## config.mk

```make
export PLATFORM = sky130hd
export DESIGN_NAME = serial_adder
export DESIGN_NICKNAME = d
export VERILOG_FILES = /design/src/rtl/serial_adder_pkg.sv /design/src/rtl/fa_cell.sv /design/src/rtl/serial_adder.sv
export SDC_FILE = /design/constraint.sdc
export NUM_CORES = 1
export LEC_CHECK = 0
export ABC_AREA = 1
export CORE_MARGIN = 8
export CORE_UTILIZATION = 50
export DETAILED_ROUTE_END_ITERATION = 10
export PLACE_DENSITY_LB_ADDON = 0.15
export SYNTH_ARGS = -nofsm -noshare
export SYNTH_HDL_FRONTEND = slang
export SYNTH_SLANG_ARGS = --single-unit
export TNS_END_PERCENT = 30
```

## constraint.sdc

```tcl
create_clock -name clk -period 3.4 [get_ports clk]
set_input_delay 0.68 -clock clk [delete_from_list [all_inputs] [get_ports clk]]
set_output_delay 0.68 -clock clk [all_outputs]
set_load 0.01 [all_outputs]
```

## src/rtl/serial_adder_pkg.sv

```systemverilog
// Shared types and helpers for the bit-serial adder.
package serial_adder_pkg;

  localparam int unsigned DEFAULT_WIDTH = 8;

  typedef enum logic [1:0] {
    IDLE  = 2'b00,
    SHIFT = 2'b01,
    DONE  = 2'b10
  } state_t;

  // Bit counter width: must hold WIDTH itself, so WIDTH=32 needs 6 bits.
  function automatic int unsigned cnt_width(input int unsigned w);
    return $clog2(w + 1);
  endfunction

endpackage

```

## src/rtl/fa_cell.sv

```systemverilog
// Single-bit combinational full adder.
module fa_cell (
  input  logic x,
  input  logic y,
  input  logic ci,
  output logic s,
  output logic co
);

  // Sum is the parity of the three inputs; carry is their majority.
  always_comb begin
    s  = x ^ y ^ ci;
    co = (x & y) | (x & ci) | (y & ci);
  end

endmodule

```

## src/rtl/serial_adder.sv

```systemverilog
// Bit-serial LSB-first adder: one full-adder cell, one result bit per clock.
module serial_adder
  import serial_adder_pkg::*;
#(
  parameter int unsigned WIDTH = DEFAULT_WIDTH
) (
  input  logic             clk,
  input  logic             rst_n,
  input  logic             start,
  input  logic [WIDTH-1:0] a,
  input  logic [WIDTH-1:0] b,
  input  logic             cin,
  output logic             busy,
  output logic             done,
  output logic [WIDTH-1:0] sum,
  output logic             cout
);

  localparam int unsigned CW = cnt_width(WIDTH);

  state_t           state, state_next;
  logic [WIDTH-1:0] op_a, op_b, res, res_shift;
  logic [CW-1:0]    cnt;
  logic             carry;
  logic             fa_s, fa_co;
  logic             accept, last;

  fa_cell u_fa (
    .x  (op_a[0]),
    .y  (op_b[0]),
    .ci (carry),
    .s  (fa_s),
    .co (fa_co)
  );

  // Result register shifted right with the new bit entering at the MSB.
  if (WIDTH == 1) begin : g_res_w1
    assign res_shift = fa_s;
  end else begin : g_res_wn
    assign res_shift = {fa_s, res[WIDTH-1:1]};
  end

  // State register.
  always_ff @(posedge clk or negedge rst_n) begin
    if (!rst_n) state <= IDLE;
    else        state <= state_next;
  end

  // Next-state decode; a start in DONE chains straight into the next add.
  always_comb begin
    state_next = state;
    accept     = 1'b0;
    last       = 1'b0;
    case (state)
      IDLE: begin
        if (start) begin
          accept     = 1'b1;
          state_next = SHIFT;
        end
      end
      SHIFT: begin
        if (cnt == CW'(WIDTH - 1)) begin
          last       = 1'b1;
          state_next = DONE;
        end
      end
      DONE: begin
        if (start) begin
          accept     = 1'b1;
          state_next = SHIFT;
        end else begin
          state_next = IDLE;
        end
      end
      default: state_next = IDLE;
    endcase
  end

  // Status flags registered from the upcoming state.
  always_ff @(posedge clk or negedge rst_n) begin
    if (!rst_n) begin
      busy <= 1'b0;
      done <= 1'b0;
    end else begin
      busy <= (state_next == SHIFT);
      done <= (state_next == DONE);
    end
  end

  // Operand/result shifting and result capture on the final bit.
  always_ff @(posedge clk or negedge rst_n) begin
    if (!rst_n) begin
      op_a  <= '0;
      op_b  <= '0;
      res   <= '0;
      carry <= 1'b0;
      cnt   <= '0;
      sum   <= '0;
      cout  <= 1'b0;
    end else if (accept) begin
      op_a  <= a;
      op_b  <= b;
      res   <= '0;
      carry <= cin;
      cnt   <= '0;
    end else if (state == SHIFT) begin
      op_a  <= op_a >> 1;
      op_b  <= op_b >> 1;
      res   <= res_shift;
      carry <= fa_co;
      cnt   <= cnt + CW'(1);
      if (last) begin
        sum  <= res_shift;
        cout <= fa_co;
      end
    end
  end

endmodule

```

# After elaboration in Yosys (flattened, before gate mapping)

Index checks and enable logic that the tools add are counted.

Input bits: 20
Word-level logic and storage cells: 46
Output and inout bits: 11
Register bits: 42

Reduce and logical (&&, ||, !) cells: 4
Equality and inequality tests: 5
Add/sub/neg operators: 1
Bitwise gates (word level): 8
Muxes and demuxes: 18

Operators with widths:

| kind                | count |
|---|---|
| $mux 8              | 6 |
| $mux 4              | 2 |
| $mux 1              | 7 |
| $pmux 2 s3          | 1 |
| $add 4x1->4 const B | 1 |
| $eq 2x1->1 const B  | 2 |
| $eq 2x2->1 const B  | 2 |
| $eq 4x3->1 const B  | 1 |
| $mux 2              | 2 |
| $and 1x1->1         | 3 |
| $reduce_and 3->1    | 1 |
| $logic_not 2->1     | 1 |
| $or 1x1->1          | 2 |
| $reduce_bool 2->1   | 1 |
| $reduce_or 2->1     | 1 |
| $xor 1x1->1         | 2 |
| $not 1->1           | 1 |

# Longest topological paths before layout

Depth in word-level cells: 5
Gate-level depth with buffers: 7
Depth with buffers taken out: 7

# Modules after synthesis

A second synthesis with hierarchy kept.

Cell total of the unflattened synthesis: 207
Area total of the unflattened synthesis: 1804.2 µm²

Modules (own cells, without submodules):

| module       | instances | sequential area each (µm²) | cells an instance | area an instance (µm²) |
|---|---|---|---|---|
| serial_adder | 1         | 1026.0                     | 206               | 1784.2 |
| fa_cell      | 1         | 0.0                        | 1                 | 20.0 |

# Worst setup path before layout

Ideal clock, no wire load.

Path type: input to register
Start point: input port start
End point: register op_a[5]
Required time: 3.335 ns
Library setup time: 0.065 ns
Data arrival time: 1.218 ns
Slack: 2.117 ns
Buffers on the path: 1
Stages on the path: 7
Cells stage by stage: inv_2 -> nor2_4 -> buf_2 -> nand2_1 -> nand2_1 -> nand2_1 -> nand2_1

Longest elaborated chain between the ends: 3
Elaborated cells on any way between the ends: 4
Classes of those cells: mux (3); reduce/logical (1)

Ends and longest elaborated chain:

| item                                        | RTL line                               | text |
|---|---|---|
| start, declared                             | serial_adder.sv:9                      | `input logic start,` |
| $mux 1 *                                    | serial_adder.sv:56, serial_adder.sv:68 |  |
| $mux 1 *                                    | --                                     |  |
| $mux 8 or $reduce_bool 2->1 (tied branches) | --                                     |  |
| end signal, assigned                        | serial_adder.sv:107                    | `op_a <= op_a >> 1;` |
| end, declared                               | serial_adder.sv:22                     | `logic [WIDTH-1:0] op_a, op_b, res, res_shift;` |

Mark *: on every way between the ends. The rest lies on a longest branch, timed or not.
A chain may end at the register's enable or synchronous reset.

# Final worst setup path

Start point: register sum[7]
End point: output port sum[7]

RTL lines:

| item                   | RTL line            | text |
|---|---|---|
| start, declared        | serial_adder.sv:15  | `output logic [WIDTH-1:0] sum,` |
| start signal, assigned | serial_adder.sv:113 | `sum <= res_shift;` |

No word-level cell between the ends.

==> impl_metrics.tcl <==
set metrics [dict create \
    syn-num-nets 234 \
    worst_ep_required_time_ns 2.72 \
    skew_ns 0.00514 \
    fmax_mhz 520 \
    ys_seq_area_frac 0.562 \
    detail_route.first_pass.iterations 5 \
    die_width_microns 76.4 \
    finalSetupViolCount 0 \
    cts_root_buffer "clkbuf_4" \
    ys_ff_latch 41 \
    num_rows 22 \
    yosys-top-cells-area "dfrtp_1, nand2_1, o21ai_2, inv_1, o22ai_1" \
    finalNetCount 264 \
    ys_warn_count 0 \
    initial_utilization 0.510 \
    p_leak_nw 1.15 \
    layout_commonest_cell "nand2_1" \
    numCtsBuffers 5 \
    gp_congestion 0.744 \
    syn_inst 212 \
    maxCapViolCount 0 \
    remaining_drc_errors 0 \
    hpwlAfterDp_microns 2300 \
    grt_pass1_vias 1381 \
    hold_class "in -> async" \
    fp.dieH_microns 76.4 \
    slew_violations 0 \
    post_cts_resized 0 \
    ys_types 19 \
    finalPower_mw 1.86 \
    post_drt_wl_per_cell_microns 11.5 \
    rsz0062_at_grt "false" \
    timing.final.crit_period_ns 1.92 \
    critPathBufInv 1 \
    drive_gt1_frac 0.115 \
    path_cells "clkdlybuf4s50_1" \
    ios 31 \
    layout_common_cells "nand2_1, dfrtp_1, clkdlybuf4s50_1" \
    max_stage_delay_ns 0.54 \
    n_antenna_cell 0 \
    synth_top_area_cell "dfrtp_1" \
    slew-limit-headroom 0.410 \
    via_count 1366 \
    grtUsageTotal 0.126 \
    finalCritPeriodShare 0.566 \
    avgViaCountPerCell 4.69 \
    cts_tree "done" \
    critPathKind "reg -> out" \
    placedCellCount 283 \
    cp_top_family "buffers and inverters" \
    clkTransAtPathRegs_ns 0.12 \
    areaGrowthSynthToFinish_pct 20.5 \
    worstSetupStartpointType "flop" \
    ir_drop_mv 0.354 \
    cp_data_arrival_time_ns 1.24 \
    final_util 0.615 \
    grt_first_pass_wirelength_microns 6110 \
    post-cts-setup-buffer-count 0 \
    grt_max_degree 42 \
    portBuffers 30 \
    grt-ovfl-total 0 \
    drt-total-wl_microns 3340 \
    antenna_found_initial 0 \
    status "finished, final reports clean" \
    crit_slowest_cell "clkdlybuf4s50_1" \
    htree_levels 2 \
    avgSynthCellArea_sq_um 8.62 \
    die_area_sq_mm 0.00584 \
    crit_path_end_kind "primary output" \
    syn_area_sq_mm 0.00183 \
    drt-initial-drc-count 88 \
    synth_top_area_share 0.562 \
    ant_nets 0 \
    layout.cells.non_filler 291 \
    clockBufferDepth 2 \
    setup-tns-final_ns 0 \
    tightest_slew_ns 0.885 \
    hold_viol 0 \
    worstSkewPairLatency_ns 0.34 \
    cp_max_fo 2 \
    coreArea_sq_mm 0.00358 \
    hold_buffers 0 \
    powerDensity_mw_per_mm2 845 \
    clock_sinks 41 \
]
## power by group
| part | leakage (nW) | switching, mW | internal, mW |
|---|---|---|---|
| clock | 0.0413 | 0.153 | 0.120 |
| combinational | 0.586 | 0.468 | 0.330 |
| sequential | 0.523 | 0.103 | 0.686 |
## final cells by class
| cell class | instances | area (sq um) |
|---|---|---|
| Clock buffer | 7 | 65.1 |
| Clock inverter | 1 | 5.00 |
| Inverter | 22 | 85.1 |
| Timing Repair Buffer | 30 | 295 |
| Tap cell | 48 | 60.1 |
| Sequential cell | 41 | 1030 |
| Fill cell | 332 | 1380 |
| Multi-Input combinational cell | 142 | 666 |
## registers in the layout, indices dropped and copies added (netlist names)
signal	count
res	7
sum	8
op_b	8
op_a	8
carry	1
cout	1
cnt	4
busy	1
state	2
done	1
## per-stage QoR
step	instance area [sq um]	worst slack, ns	hold slack (ns)
after global placement	2130	1.42	0.462
after floorplan	1830	2.12	0.384
after detailed placement	2130	1.38	0.463
final	2200	1.48	0.442
after global routing	2200	1.40	0.504
after CTS	2200	1.45	0.480
## per-layer routing
layer	wire length [microns]	track usage	part of all wire
met2	1620	0.206	0.48
met3	169	0.0590	0.051
met5	0	0	0
met4	19	0.0288	0.0057
met1	1530	0.146	0.46
## synthesized netlist by cell type
cell / n
nand2_1: 106
nand3_1: 6
inv_4: 1
buf_4: 1
nor2_1: 3
inv_1: 17
dfrtp_1: 41
buf_2: 4
o21ai_0: 3
buf_6: 2
o22ai_1: 7
a21oi_1: 1
nor2_4: 2
ha_1: 1
inv_2: 4
nand2_4: 2
fa_1: 1
nand2_2: 1
o21ai_2: 9
## final timing paths
kind                                     start                   to  slack [ns]  depth (start not counted)
max                         sum[7]$_DFFE_PN0P_               sum[7]        1.48                          1
max in group asynchronous                rst_n   sum[3]$_DFFE_PN0P_        2.40                          1
max reg2reg                 cnt[0]$_DFFE_PN0P_   sum[6]$_DFFE_PN0P_        1.84                          6
min reg2reg                op_b[7]$_DFFE_PN0P_  op_b[7]$_DFFE_PN0P_        0.49                          2
min in group clk           op_b[7]$_DFFE_PN0P_  op_b[7]$_DFFE_PN0P_        0.49                          2
min                                      rst_n   sum[6]$_DFFE_PN0P_        0.44                          1
## logic make-up (layout without fill, tap and decap cells)
kind of cell | count (synthesis) | count (layout) | share of synthesized area
buffers and inverters | 29 | 60 | 0.0740
and+or+nand+nor | 120 | 120 | 0.268
adders and majority gates | 2 | 2 | 0.0178
DFF | 41 | 41 | 0.562
AOI/OAI and AO/OA | 20 | 20 | 0.0781
Power figures use the tool's default switching activity.
